## src/rtl/qacc_accum.sv

```systemverilog
// qacc_accum: sign-magnitude product accumulator with per-vector sticky overflow.
// Optional build macro QACC_SAT_EN saturates the result magnitude on overflow.
`default_nettype none

module qacc_accum #(
  parameter int Q       = 15,
  parameter int N       = 32,
  parameter int GUARD   = 8,
  parameter int MAX_LEN = 256
) (
  input  logic                         i_clk,
  input  logic                         i_rst_n,
  input  logic                         i_valid,
  output logic                         o_ready,
  input  logic [N-1:0]                 i_data,
  input  logic                         i_ovr,
  input  logic                         i_last,
  output logic                         o_valid,
  input  logic                         i_ready,
  output logic [N-1:0]                 o_sum,
  output logic                         o_ovr,
  output logic [$clog2(MAX_LEN):0]     o_count
);

  localparam int c_AW = N + GUARD;
  localparam int c_CW = $clog2(MAX_LEN) + 1;

  typedef enum logic [1:0] {S_IDLE = 2'd0, S_ACC = 2'd1, S_DONE = 2'd2} state_t;

  state_t            r_state;
  logic [c_AW-1:0]   r_acc;
  logic [c_CW-1:0]   r_count;
  logic              r_ovr;

  logic [N-2:0]      w_mag;
  logic [c_AW-1:0]   w_mag_ext;
  logic [c_AW-1:0]   w_beat;
  logic              w_take;
  logic              w_first;
  logic [c_AW-1:0]   w_acc_nxt;
  logic [c_CW-1:0]   w_cnt_nxt;
  logic              w_ovr_nxt;
  logic              w_final;
  logic              w_neg;
  logic [c_AW-1:0]   w_abs;
  logic              w_big;
  logic [N-2:0]      w_res_mag;
  logic              w_unused_q;

  // Q only fixes the interpretation of the format; the arithmetic is scale-free.
  assign w_unused_q = (Q < N);

  assign w_mag     = i_data[N-2:0];
  assign w_mag_ext = {{(c_AW-N+1){1'b0}}, w_mag};
  assign w_beat    = (i_data[N-1] && (|w_mag)) ? (~w_mag_ext + 1'b1) : w_mag_ext;

  assign o_ready   = (r_state != S_DONE);
  assign o_valid   = (r_state == S_DONE);
  assign w_take    = i_valid && o_ready;
  assign w_first   = (r_state == S_IDLE);

  assign w_acc_nxt = w_first ? w_beat : (r_acc + w_beat);
  assign w_cnt_nxt = w_first ? c_CW'(1) : (r_count + c_CW'(1));
  assign w_ovr_nxt = w_first ? i_ovr : (r_ovr | i_ovr);
  assign w_final   = i_last || (w_cnt_nxt == c_CW'(MAX_LEN));

  assign w_neg     = w_acc_nxt[c_AW-1];
  assign w_abs     = w_neg ? (~w_acc_nxt + 1'b1) : w_acc_nxt;
  // Anything above the N-1 magnitude bits means the result does not fit.
  assign w_big     = |w_abs[c_AW-1:N-1];

`ifdef QACC_SAT_EN
  assign w_res_mag = w_big ? {(N-1){1'b1}} : w_abs[N-2:0];
`else
  assign w_res_mag = w_abs[N-2:0];
`endif

  always_ff @(posedge i_clk or negedge i_rst_n) begin
    if (!i_rst_n) begin
      r_state <= S_IDLE;
      r_acc   <= '0;
      r_count <= '0;
      r_ovr   <= 1'b0;
      o_sum   <= '0;
      o_ovr   <= 1'b0;
      o_count <= '0;
    end else begin
      case (r_state)
        S_IDLE, S_ACC: begin
          if (w_take) begin
            r_acc   <= w_acc_nxt;
            r_count <= w_cnt_nxt;
            r_ovr   <= w_ovr_nxt;
            if (w_final) begin
              r_state <= S_DONE;
              o_sum   <= {w_neg, w_res_mag};
              o_ovr   <= w_ovr_nxt | w_big;
              o_count <= w_cnt_nxt;
            end else begin
              r_state <= S_ACC;
            end
          end
        end
        S_DONE: begin
          if (i_ready) begin
            r_state <= S_IDLE;
          end
        end
        default: r_state <= S_IDLE;
      endcase
    end
  end

endmodule

`default_nettype wire

```

## config.mk

```make
export PLATFORM = sky130hd
export DESIGN_NAME = qacc_accum
export DESIGN_NICKNAME = d
export VERILOG_FILES = /design/src/rtl/qacc_accum.sv
export SDC_FILE = /design/constraint.sdc
export NUM_CORES = 1
export LEC_CHECK = 0
export CORE_MARGIN = 4
export CORE_UTILIZATION = 66
export DETAILED_ROUTE_END_ITERATION = 7
export DONT_BUFFER_PORTS = 1
export PLACE_DENSITY = 0.82
export SYNTH_ARGS = -nofsm -noshare
export SYNTH_HDL_FRONTEND = slang
export SYNTH_SLANG_ARGS = --single-unit
```

## constraint.sdc

```tcl
create_clock -name i_clk -period 4.6 [get_ports i_clk]
set_input_delay 0.69 -clock i_clk [delete_from_list [all_inputs] [get_ports i_clk]]
set_output_delay 0.69 -clock i_clk [all_outputs]
set_load 0.05 [all_outputs]
```

==> results.txt, run 1 <==
Most frequent cell after synthesis: nand2_1
Cts bufs inserted: 9
Status: aborted with a tool error
Synth Flop Type: dfrtp_1
Die X-Extent: 123.1 um
Cell Area, Synth: 0.008751 mm^2
GRT Residual Overflow: 5
Syn Inst Count: 1,153
Syn Nets: 1,235
Gpl congestion: 1.052
Initial core utilization: 68.23%
Register area share after synthesis: 26.88%
Post-synth top area share: 26.88%
Synth cell count leaders: nand2_1, o21ai_0, dfrtp_1, a21oi_1, nor2_1
GRT Overall Usage: 70.57%
Synth top area cells: dfrtp_1, nand2_1, o21ai_0
CTS root buf: clkbuf_16
Error: [ERROR GRT-0116] Global routing finished with congestion. Check the congestion regions in the DRC Viewer.
Yosys reg bits: 94
Post-synth top area cell: dfrtp_1
Clock Path Buffers: 2
Library cells used by synthesis: 83
I/O Pins: 82
Dpl hpwl: 25,070 um
Sink Count: 94
Global-route wire length before repair: 81,530 um
Number of global-route vias before repair: 14,510
Largest net degree at the start of global routing: 95
Yosys warning count: 0
I/O Buffers: 0
Synth async-reset ratio: 100.0%
Row cnt: 41
Number of synthesized flops with an enable pin: 0
H-tree depth: 3
Synthesized area per cell: 7.590 um^2
Chip height: 123.1 um
Fail Step: 5_1_grt
[repair_timing]
| item | CTS |
|---|---|
| hold buffers | 0 |
| buffers inserted | 39 |
| gates cloned | 4 |
| setup endpoints to repair | 41 |
| pin swaps | 35 |
| resized for setup | 134 |
[layer usage]
metal	track usage, %	GRT overflow
met1	73.42	0
met2	87.53	1
met3	53.93	0
met4	66.09	4
met5	12.15	0
[kinds of logic after synthesis]
group                      Yosys count  synth area share [%]
xor gates and xnor gates            80                 8.007
adders and majority gates           44                 6.377
buffers and inverters               91                 3.975
AOI/OAI and AO/OA                  353                 25.78
DFF                                 94                 26.88
and+or+nand+nor                    465                 25.92
muxes                               26                 3.060
[per-stage QoR]
step	area (um^2)	util, %	instances	setup slack, ns	hold slack [ns]
CTS	12330	96.18	1605	-0.6717	0.002919
detailed placement	11080	86.38	1546	-1.302	0.3959
global placement	11080	86.38	1546	-1.136	0.3961
floorplan	9019	-	1153	-1.000	0.3944
==> run 2: changes to the inputs <==
- CORE_UTILIZATION: 66 -> 40
- PLACE_DENSITY: 0.82 -> default
- PLACE_DENSITY_LB_ADDON: default -> 0.15
==> results.txt, run 2 <==
Endpoints failing setup: 38
Clock Pin Slew Worst Setup and Hold Paths: 0.09 ns
Final Cycle Share: 118.2%
CTS tree: built
DRT iter0 DRCs: 769
Violated checks: negative setup slack
Peak VDD IR: 363.8 uV
Clock Skews: 0.01014 ns
Cts bufs inserted: 9 (unchanged)
Pre-CTS setup slack: -1.257 ns (was -1.302 ns)
Int Pwr: 0.004547 W
Library cells used by synthesis: 83 (unchanged)
Arrival time worst endpoint: 5.67 ns
MaxCap Viol Count: 0
Core area: 0.02129 mm^2
Routed met1 length: 15,560 um
GRT Overall Usage: 27.89%
Final hold slack: 0.01032 ns
Synth top area cells: dfrtp_1, nand2_1, o21ai_0 (unchanged)
WL met3: 2304 um
Synth async-reset ratio: 100.0% (unchanged)
Drt total wl: 35,070 um
Status: finished with violations (was aborted with a tool error)
# DRC: 0
Global-route wire length before repair: 53,540 um
Critical Path Start Type: primary input
I/O Pins: 82 (unchanged)
Syn Inst Count: 1,153 (unchanged)
Crit-path max FO: 5
Cell Area, Synth: 0.008751 mm^2 (unchanged)
I/O Buffers: 0 (unchanged)
Largest reg by FF count: r_acc
WS Path Type: in -> reg
Row cnt: 53 (was 41)
Inserted Diodes: 0
Highest routed metal layer: met4
P per Cell Area: 688.5 mW/mm^2
Largest net degree at the start of global routing: 90
Crit-path cells: or4_4 -> or4_4 -> o31ai_4 -> buf_4 -> nor2_1 -> xor2_1 -> ha_1 -> a21oi_1 -> o21ai_0 -> a211oi_2 -> o311ai_2 -> buf_4 -> o31a_1 -> a311oi_2 -> nor3_2 -> or3_4 -> or3_1 -> a21oi_1 -> a41oi_1
Final Hold Fails: 0
Via density: 5.767
Register area share after synthesis: 26.88% (unchanged)
Commonest non-fill, non-tap cell in the layout: buf_4
Clock Path Buffers: 2 (unchanged)
Buf/Inv on CP: 2
Initial antenna violation count: 0
Max Freq: 183.9 MHz
Footprint of the multi-input gates: 0.007102 mm^2
Dpl hpwl: 25,640 um (was 25,070 um)
Slew @ Worst Pin: 0.8589 ns
Post-synth top area cell: dfrtp_1 (unchanged)
Die area: 0.02431 mm^2
Number of global-route vias before repair: 9,857
CP endpoint kind: flip-flop
Commonest non-fill, non-tap cells in the layout: buf_4, nand2_1, dfrtp_1, o21ai_0, nor2_1
Syn Nets: 1,235 (unchanged)
Synthesized area per cell: 7.590 um^2 (unchanged)
Worst Hold Class: in -> async
Register share of total power: 21.4%
NetSw: 0.004438 W
Sw frac: 49.40%
Filler cells: 1,900
Met2 WL post-DR: 16,260 um
Logic gate share of total power: 69.5%
CP required: 4.84 ns
Most frequent cell after synthesis: nand2_1 (unchanged)
Fin. max-slew vios: 0
Slowest stage delay, CP: 0.54 ns
Leak: 5.856 nW
Sink Count: 94 (unchanged)
Clk pwr share: 9.1%
DRT Pass-1 Iters: 5
Largest regs: r_acc x40, o_sum x32
Number of synthesized flops with an enable pin: 0 (unchanged)
H-tree depth: 3 (unchanged)
Critical path's top delay family: simple AND/OR/NAND/NOR gates
Max reg flops: 40
Chip height: 155.9 um (was 123.1 um)
Area grow syn2layout: 49.14%
Die X-Extent: 155.9 um (was 123.1 um)
Synth cell count leaders: nand2_1, o21ai_0, dfrtp_1, a21oi_1, nor2_1 (unchanged)
Yosys warning count: 0 (unchanged)
GRT Residual Overflow: 0
CP max stage cell: or4_4
Final #Nets: 1,542
FF+latch area: 0.002352 mm^2
Via Count: 10,040
Worst slew margin: 42.74%
Initial core utilization: 41.11% (was 68.23%)
RSZ-0062 raised after global routing: yes
Gpl congestion: 0.9629 (was 1.052)
Clock Latency Late Sink: 0.37 ns
Layout cells sized above 1: 38.29%
Post-synth top area share: 26.88% (unchanged)
Synth Flop Type: dfrtp_1 (unchanged)
Post-Place Cells: 1,675 (was 1,546)
Post-DRT Antenna Nets: 0
Yosys reg bits: 94 (unchanged)
Setup ws final: -0.8376 ns
Fin cells: 1,740
CTS root buf: clkbuf_16 (unchanged)
Fin crit period: 5.438 ns
WL per Instance: 20.16 um
-- run 2: cell counts after synthesis --
No cell type changed its count.
-- run 2: cell families (layout without fill, tap and decap cells) --
logic type | count (synthesis) | count (layout) | share of synthesized area (%)
buf+inv | 91 | 402 | 3.975
compound gates | 353 | 353 | 25.78
simple gates | 465 | 466 | 25.92
flops | 94 | 94 | 26.88
mux | 26 | 26 | 3.060
fa+ha+maj | 44 | 44 | 6.377
xor+xnor | 80 | 80 | 8.007
-- run 2: final timing paths --
check / slack (ns) / depth (start not counted) / endpoint / startpoint
max: -0.84 / 19 / o_ovr / i_data[14]
min: 0.01 / 0 / r_acc[4] / i_rst_n
max reg2reg: 0.59 / 16 / o_ovr / r_acc[0]
min reg2reg: 0.49 / 2 / r_acc[4] / r_acc[4]
max in group asynchronous: 3.48 / 1 / r_acc[12] / i_rst_n
min in group i_clk: 0.43 / 1 / r_state[1] / i_ready
-- run 2: area by class of cell --
| cell class | count | share of cell area (%) |
|---|---|---|
| timing repair buffer | 357 | 21.75 |
| inverter | 29 | 0.8340 |
| sequential | 94 | 18.02 |
| tap | 275 | 2.636 |
| multi-input combinational | 969 | 54.41 |
| clock buffer | 9 | 1.726 |
| clock inverter | 7 | 0.6136 |
-- run 2: metal layers --
metal  vias up  GRT usage [%]
li1       4841              -
met4         0          9.337
met3        69          5.548
met1      4780          37.76
met5         -              0
met2       345          44.73
-- run 2: metrics by stage --
step	TNS [ns]	area, um^2	power (W)	util, %
after detailed placement	-34.94	11410	0.007122	53.62
after floorplan	-19.40	9019	0.004808	-
final	-18.08	13050	0.008986	61.31
after global placement	-34.03	11410	0.007081	53.62
after CTS	-15.87	12450	0.008445	58.47
after global routing	-25.25	13050	0.009554	61.31
-- run 2: what timing repair did --
action	in CTS	in global routing
cloned	2	0
endpoints found under the hold margin	6	9
setup endpoints to repair	38	43
buffers inserted	25	22
resized for setup	101	104
hold buffers	1	2
pin swaps	40	38
-- run 2: power by group through the flow --
| stage | logic [W] | clock network (W) | registers [W] |
|---|---|---|---|
| after floorplan | 0.00300 | 0 | 0.00181 |
| after global placement | 0.00515 | 0 | 0.00193 |
| after detailed placement | 0.00519 | 0 | 0.00193 |
| after CTS | 0.00570 | 0.000826 | 0.00192 |
| after global routing | 0.00674 | 0.000857 | 0.00196 |
| final | 0.00624 | 0.000817 | 0.00192 |
(Power assumes the default switching activity.)
==> run 3: changes to the inputs <==
- ABC_AREA: default -> 1
==> results.txt, run 3 <==
Synth Area in XOR/XNOR: 3.335% (was 8.007%)
Clock Skews: 0.01881 ns (was 0.01014 ns)
Final hold slack: 0.02024 ns (was 0.01032 ns)
Initial antenna violation count: 0 (unchanged)
Row cnt: 58 (was 53)
Post-Place Cells: 2,248 (was 1,675)
I/O Buffers: 0 (unchanged)
CP endpoint kind: flip-flop (unchanged)
Largest family of logic cells by synthesized area: simple AND/OR/NAND/NOR gates (unchanged)
Register area share after synthesis: 22.97% (was 26.88%)
Post-synth top area cell: dfrtp_1 (unchanged)
# DRC: 0 (unchanged)
Crit-path max FO: 4 (was 5)
Yosys warning count: 0 (unchanged)
Number of global-route vias before repair: 10,680 (was 9,857)
Filler cells: 2,732 (was 1,900)
Yosys reg bits: 94 (unchanged)
Commonest non-fill, non-tap cell in the layout: nand2_1 (was buf_4)
Drt total wl: 37,520 um (was 35,070 um)
H-tree depth: 3 (unchanged)
Sink Count: 94 (unchanged)
Fin crit period: 4.283 ns (was 5.438 ns)
Final #Nets: 2,014 (was 1,542)
Max Freq: 233.5 MHz (was 183.9 MHz)
Global-route wire length before repair: 58,480 um (was 53,540 um)
Synth cell count leaders: nand2_1, inv_1, nor2_1, nand3_1, o21ai_0 (was nand2_1, o21ai_0, dfrtp_1, a21oi_1, nor2_1)
I/O Pins: 82 (unchanged)
Largest net degree at the start of global routing: 95 (was 90)
Synth Area in Compound Gates: 8.954% (was 25.78%)
Clock Pin Slew Worst Setup and Hold Paths: 0.08 ns (was 0.09 ns)
DRT Pass-1 Iters: 5 (unchanged)
Peak VDD IR: 334.4 uV (was 363.8 uV)
Cell Area, Synth: 0.01024 mm^2 (was 0.008751 mm^2)
Cts bufs inserted: 9 (unchanged)
Syn Nets: 1,831 (was 1,235)
FF+latch area: 0.002352 mm^2 (unchanged)
CP required: 4.79 ns (was 4.84 ns)
Library cells used by synthesis: 44 (was 83)
Number of synthesized flops with an enable pin: 0 (unchanged)
Footprint of the multi-input gates: 0.006820 mm^2 (was 0.007102 mm^2)
Initial core utilization: 40.67% (was 41.11%)
Synth top area cells: dfrtp_1, nand2_1, inv_1 (was dfrtp_1, nand2_1, o21ai_0)
Synth Flop Type: dfrtp_1 (unchanged)
DRT iter0 DRCs: 878 (was 769)
GRT Overall Usage: 26.24% (was 27.89%)
Max reg flops: 40 (unchanged)
Chip height: 168.0 um (was 155.9 um)
Worst slew margin: 27.77% (was 42.74%)
Post-synthesis simple-gate area fraction: 47.59% (was 25.92%)
Largest regs: r_acc x40, o_sum x32 (unchanged)
Status: finished, final reports clean (was finished with violations)
Area grow syn2layout: 21.82% (was 49.14%)
Slowest stage delay, CP: 0.32 ns (was 0.54 ns)
CTS Hold Bufs: 0 (was 1)
Worst path most repeated cell: nand2_1
CTS tree: built (unchanged)
Synth async-reset ratio: 100.0% (unchanged)
Largest reg by FF count: r_acc (unchanged)
WL per Instance: 16.55 um (was 20.16 um)
Mux share of post-synthesis cell area: 0% (was 3.060%)
Final Hold Fails: 0 (unchanged)
Layout cells sized above 1: 19.46% (was 38.29%)
Worst Hold Class: in -> async (unchanged)
Core area: 0.02518 mm^2 (was 0.02129 mm^2)
Dpl hpwl: 30,800 um (was 25,640 um)
Critical Path Start Type: primary input (unchanged)
Leak: 6.844 nW (was 5.856 nW)
Fin cells: 2,267 (was 1,740)
GRT Residual Overflow: 0 (unchanged)
Clock Path Buffers: 2 (unchanged)
Slew @ Worst Pin: 1.082 ns (was 0.8589 ns)
Clock Latency Late Sink: 0.36 ns (was 0.37 ns)
Fin. max-slew vios: 0 (unchanged)
Most frequent cell after synthesis: nand2_1 (unchanged)
Syn Inst Count: 1,749 (was 1,153)
Inserted Diodes: 0 (unchanged)
CTS root buf: clkbuf_16 (unchanged)
Die area: 0.02823 mm^2 (was 0.02431 mm^2)
Post-synth top area share: 22.97% (was 26.88%)
Post-DRT Antenna Nets: 0 (unchanged)
Commonest non-fill, non-tap cells in the layout: nand2_1, inv_1, buf_4, nor2_1, nand3_1 (was buf_4, nand2_1, dfrtp_1, o21ai_0, nor2_1)
Endpoints failing setup: 0 (was 38)
Gpl congestion: 1.037 (was 0.9629)
Via Count: 11,320 (was 10,040)
CP max stage cell: ha_1 (was or4_4)
Via density: 4.993 (was 5.767)
Arrival time worst endpoint: 4.47 ns (was 5.67 ns)
Fraction of the mapped netlist area in adder cells: 5.448% (was 6.377%)
Die X-Extent: 168.0 um (was 155.9 um)
WS Path Type: in -> reg (unchanged)
Final Cycle Share: 93.12% (was 118.2%)
Synthesized area per cell: 5.856 um^2 (was 7.590 um^2)
P per Cell Area: 606.3 mW/mm^2 (was 688.5 mW/mm^2)
MaxCap Viol Count: 0 (unchanged)
-- run 3: cell types whose count changed after synthesis, moves of 21 or more --
| cell | before | now |
|---|---|---|
| o21ai_0 | 120 | 99 |
| clkbuf_1 | 53 | 17 |
| nor2_1 | 77 | 164 |
| nor2_2 | 0 | 21 |
| nand2_1 | 203 | 624 |
| nand3_1 | 24 | 155 |
| inv_2 | 1 | 25 |
| xnor2_1 | 33 | 7 |
| nand2_2 | 0 | 34 |
| a21oi_1 | 85 | 42 |
| inv_1 | 28 | 239 |
-- run 3: final timing paths --
path	start	endpoint	slack, ns	cells past startpoint
max in group asynchronous	i_rst_n	r_acc[22]	4.36	0
worst max register to register	r_state[0]	o_sum[1]	1.07	15
min in group i_clk	i_valid	r_state[0]	0.43	1
worst max-delay path	i_data[0]	o_sum[23]	0.32	31
worst min register to register	r_acc[0]	r_acc[0]	0.50	2
worst min-delay path	i_rst_n	r_acc[7]	0.02	0
-- run 3: timing repair --
item / CTS / global route
setup endpoints to repair: 0 / 31
setup buffers: 0 / 3
gates resized for setup: 0 / 38
-- run 3: metrics by stage --
stage               setup TNS (ns)  util (%)  worst slack (ns)  total power, W  area [um^2]
detailed placement          -3.005     47.80           -0.3256        0.006670        12040
floorplan                        0         -            0.4338        0.004764        10240
CTS                              0     48.94           0.03573        0.007462        12320
global placement            -1.507     47.80           -0.2410        0.006639        12040
finish                           0     49.55            0.3167        0.007565        12480
global route              -0.02929     49.55          -0.02929        0.008212        12480
-- run 3: logic make-up (layout without fill, tap and decap cells) --
kind of cell | after synthesis | in the layout
compound gates | 175 | 175
xor+xnor | 39 | 39
fa+ha+maj | 44 | 44
buf+inv | 302 | 490
flops | 94 | 94
simple gates | 1095 | 1095
-- run 3: area by class of cell --
type	count	share of cell area, %
Multi-Input combinational cell	1353	54.66
Clock inverter	7	0.4914
Tap cell	330	3.309
Timing Repair Buffer	208	12.85
Sequential cell	94	18.85
Clock buffer	9	1.805
Inverter	266	8.032
-- run 3: metal layers --
layer / routed length (um) / global-route usage, % / up-vias
li1: - / - / 5836
met5: 0 / 0 / -
met1: 17030 / 35.40 / 5126
met2: 16980 / 42.44 / 297
met3: 1874 / 3.757 / 61
met4: 1629 / 10.55 / 0
-- run 3: where the power goes --
group	internal [W]	switching, W
Sequential	0.00112	0.000763
Combinational	0.00195	0.00296
Clock	0.000380	0.000390
Total	0.00345	0.00411
-- run 3: worst max-delay path: cells and delay by family --
family / cells / cell delay [ns]
AOI/OAI and AO/OA: 2 / 0.24
buffers and inverters: 7 / 0.77
adders and majority gates: 2 / 0.48
and+or+nand+nor: 19 / 2.10
xor gates and xnor gates: 1 / 0.18
==> run 4: changes to the inputs <==
- ABC_AREA: 1 -> default
- CORE_UTILIZATION: 40 -> 55
==> results.txt, run 4 (synthesis gave the netlist of run 2 again) <==
P per Cell Area: 714.3 mW/mm^2 (was 606.3 mW/mm^2)
Final #Nets: 1,536 (was 2,014)
Largest net degree at the start of global routing: 95 (unchanged)
Cts bufs inserted: 9 (unchanged)
WS Path Type: in -> reg (unchanged)
Final Cycle Share: 123.4% (was 93.12%)
Final Hold Fails: 0 (unchanged)
WL per Instance: 22.65 um (was 16.55 um)
Fin. max-slew vios: 0 (unchanged)
Clock Path Buffers: 2 (unchanged)
Largest regs: r_acc x40, o_sum x32 (unchanged)
Number of global-route vias before repair: 10,160 (was 10,680)
Global-route wire length before repair: 54,310 um (was 58,480 um)
Clock Latency Late Sink: 0.37 ns (was 0.36 ns)
DRT iter0 DRCs: 1,309 (was 878)
Int Pwr: 0.004598 W (was 0.003451 W)
Setup ws final: -1.076 ns (was 0.3167 ns)
Logic gate share of total power: 70.7% (was 64.9%)
GRT Overall Usage: 37.76% (was 26.24%)
Peak VDD IR: 521.2 uV (was 334.4 uV)
Leak: 5.884 nW (was 6.844 nW)
Fin crit period: 5.675 ns (was 4.283 ns)
Die area: 0.01799 mm^2 (was 0.02823 mm^2)
CTS tree: built (unchanged)
Dpl hpwl: 24,290 um (was 30,800 um)
Chip height: 134.1 um (was 168.0 um)
Critical Path Start Type: primary input (unchanged)
DRT Pass-1 Iters: 8 (was 5)
Initial antenna violation count: 0 (unchanged)
Via density: 6.554 (was 4.993)
Via Count: 10,950 (was 11,320)
Drt total wl: 37,830 um (was 37,520 um)
Die X-Extent: 134.1 um (was 168.0 um)
Filler cells: 866 (was 2,732)
Area grow syn2layout: 50.49% (was 21.82%)
Inserted Diodes: 0 (unchanged)
Largest reg by FF count: r_acc (unchanged)
Worst slew margin: 41.74% (was 27.77%)
Footprint of the multi-input gates: 0.007315 mm^2 (was 0.006820 mm^2)
Crit-path max FO: 6 (was 4)
Status: finished with violations (was finished, final reports clean)
Endpoints failing setup: 40 (was 0)
I/O Buffers: 0 (unchanged)
CP required: 4.82 ns (was 4.79 ns)
CTS root buf: clkbuf_16 (unchanged)
NetSw: 0.004808 W (was 0.004114 W)
CP endpoint kind: flip-flop (unchanged)
Sw frac: 51.12% (was 54.38%)
# DRC: 0 (unchanged)
MaxCap Viol Count: 0 (unchanged)
Max Freq: 176.2 MHz (was 233.5 MHz)
Post-DRT Antenna Nets: 0 (unchanged)
Layout cells sized above 1: 39.82% (was 19.46%)
Power Total: 0.009406 W (was 0.007565 W)
Clock Pin Slew Worst Setup and Hold Paths: 0.08 ns (about the same)
Setup TNS: -16.65 ns (was 0 ns)
Register share of total power: 20.8% (was 24.9%)
GRT Residual Overflow: 0 (unchanged)
Slew @ Worst Pin: 0.8710 ns (was 1.082 ns)
H-tree depth: 3 (unchanged)
I/O Pins: 82 (unchanged)
Clk pwr share: 8.5% (was 10.2%)
Core area: 0.01537 mm^2 (was 0.02518 mm^2)
Violated checks: negative setup slack
Commonest non-fill, non-tap cell in the layout: buf_4 (was nand2_1)
Sink Count: 94 (unchanged)
Clock Skews: 0.01183 ns (was 0.01881 ns)
Row cnt: 45 (was 58)
Worst Hold Class: in -> async (unchanged)
FF+latch area: 0.002352 mm^2 (unchanged)
Initial core utilization: 56.93% (was 40.67%)
Max reg flops: 40 (unchanged)
Commonest non-fill, non-tap cells in the layout: buf_4, nand2_1, dfrtp_1, o21ai_0, nor2_1 (was nand2_1, inv_1, buf_4, nor2_1, nand3_1)
Arrival time worst endpoint: 5.89 ns (was 4.47 ns)
RSZ-0062 raised after global routing: yes
Gpl congestion: 1.013 (was 1.037)
[run 4: worst max-delay path: stages]
cell and delay [ns]:
or4_4 0.52, or4_4 0.55, o31ai_4 0.23, buf_6 0.17, or3_1 0.11, nand2_1 0.05, ha_2 0.22, a21oi_4 0.21
nand2_1 0.12, o211ai_1 0.40, buf_4 0.22, buf_4 0.11, nand3_1 0.20, a221oi_2 0.47, xor2_1 0.24, nor2_2 0.08
nor4_4 0.31, buf_4 0.18, nand3_1 0.10, or3_1 0.38, a21oi_1 0.17, a41oi_1 0.15
[run 4: through the flow]
step | utilization (%) | area (um^2) | cells | hold slack (ns) | setup slack, ns
floorplan | - | 9019 | 1153 | 0.3944 | -1.000
global placement | 72.96 | 11210 | 1595 | 0.3961 | -1.145
detailed placement | 72.96 | 11210 | 1595 | 0.3960 | -1.243
CTS | 80.84 | 12430 | 1646 | 0.001675 | -0.7036
global route | 85.67 | 13170 | 1670 | -0.0003226 | -1.097
finish | 85.67 | 13170 | 1670 | 0.01408 | -1.076
[run 4: final timing paths]
| path | from | endpoint | slack (ns) | cells past startpoint |
|---|---|---|---|---|
| max | i_data[14] | o_ovr | -1.08 | 22 |
| min | i_rst_n | r_acc[10] | 0.01 | 0 |
| max reg2reg | r_acc[4] | o_ovr | 0.27 | 17 |
| min reg2reg | r_acc[35] | r_acc[35] | 0.49 | 2 |
| max in group asynchronous | i_rst_n | o_sum[0] | 3.18 | 1 |
| min in group i_clk | i_ready | r_state[1] | 0.44 | 1 |
[run 4: layout make-up]
type	count	area share, %
multi-input combinational	968	55.54
timing repair buffer	352	21.36
sequential	94	17.86
tap	211	2.005
clock buffer	9	1.710
inverter	29	0.8266
clock inverter	7	0.6936
[run 4: what timing repair did]
item | in CTS | in global routing
buffers inserted | 34 | 23
gates cloned | 1 | 0
resized for setup | 126 | 117
endpoints found under the hold margin | 0 | 17
endpoints found under the setup margin | 38 | 44
pin swaps | 55 | 55
hold buffers | 0 | 1
[run 4: metal layers]
layer,wire [um],up-vias,global-route usage [%]
li1,-,4812,-
met1,14290,5176,48.84
met2,16860,743,60.44
met3,4205,214,10.28
met4,2473,0,14.65
met5,0,-,0
[run 4: power by group through the flow]
stage | sequential, W | clock (W) | combinational [W]
2_1_floorplan | 0.00181 | 0 | 0.00300
3_3_place_gp | 0.00193 | 0 | 0.00503
3_5_place_dp | 0.00193 | 0 | 0.00514
4_1_cts | 0.00194 | 0.000801 | 0.00577
5_1_grt | 0.00198 | 0.000835 | 0.00703
6_report | 0.00196 | 0.000798 | 0.00665
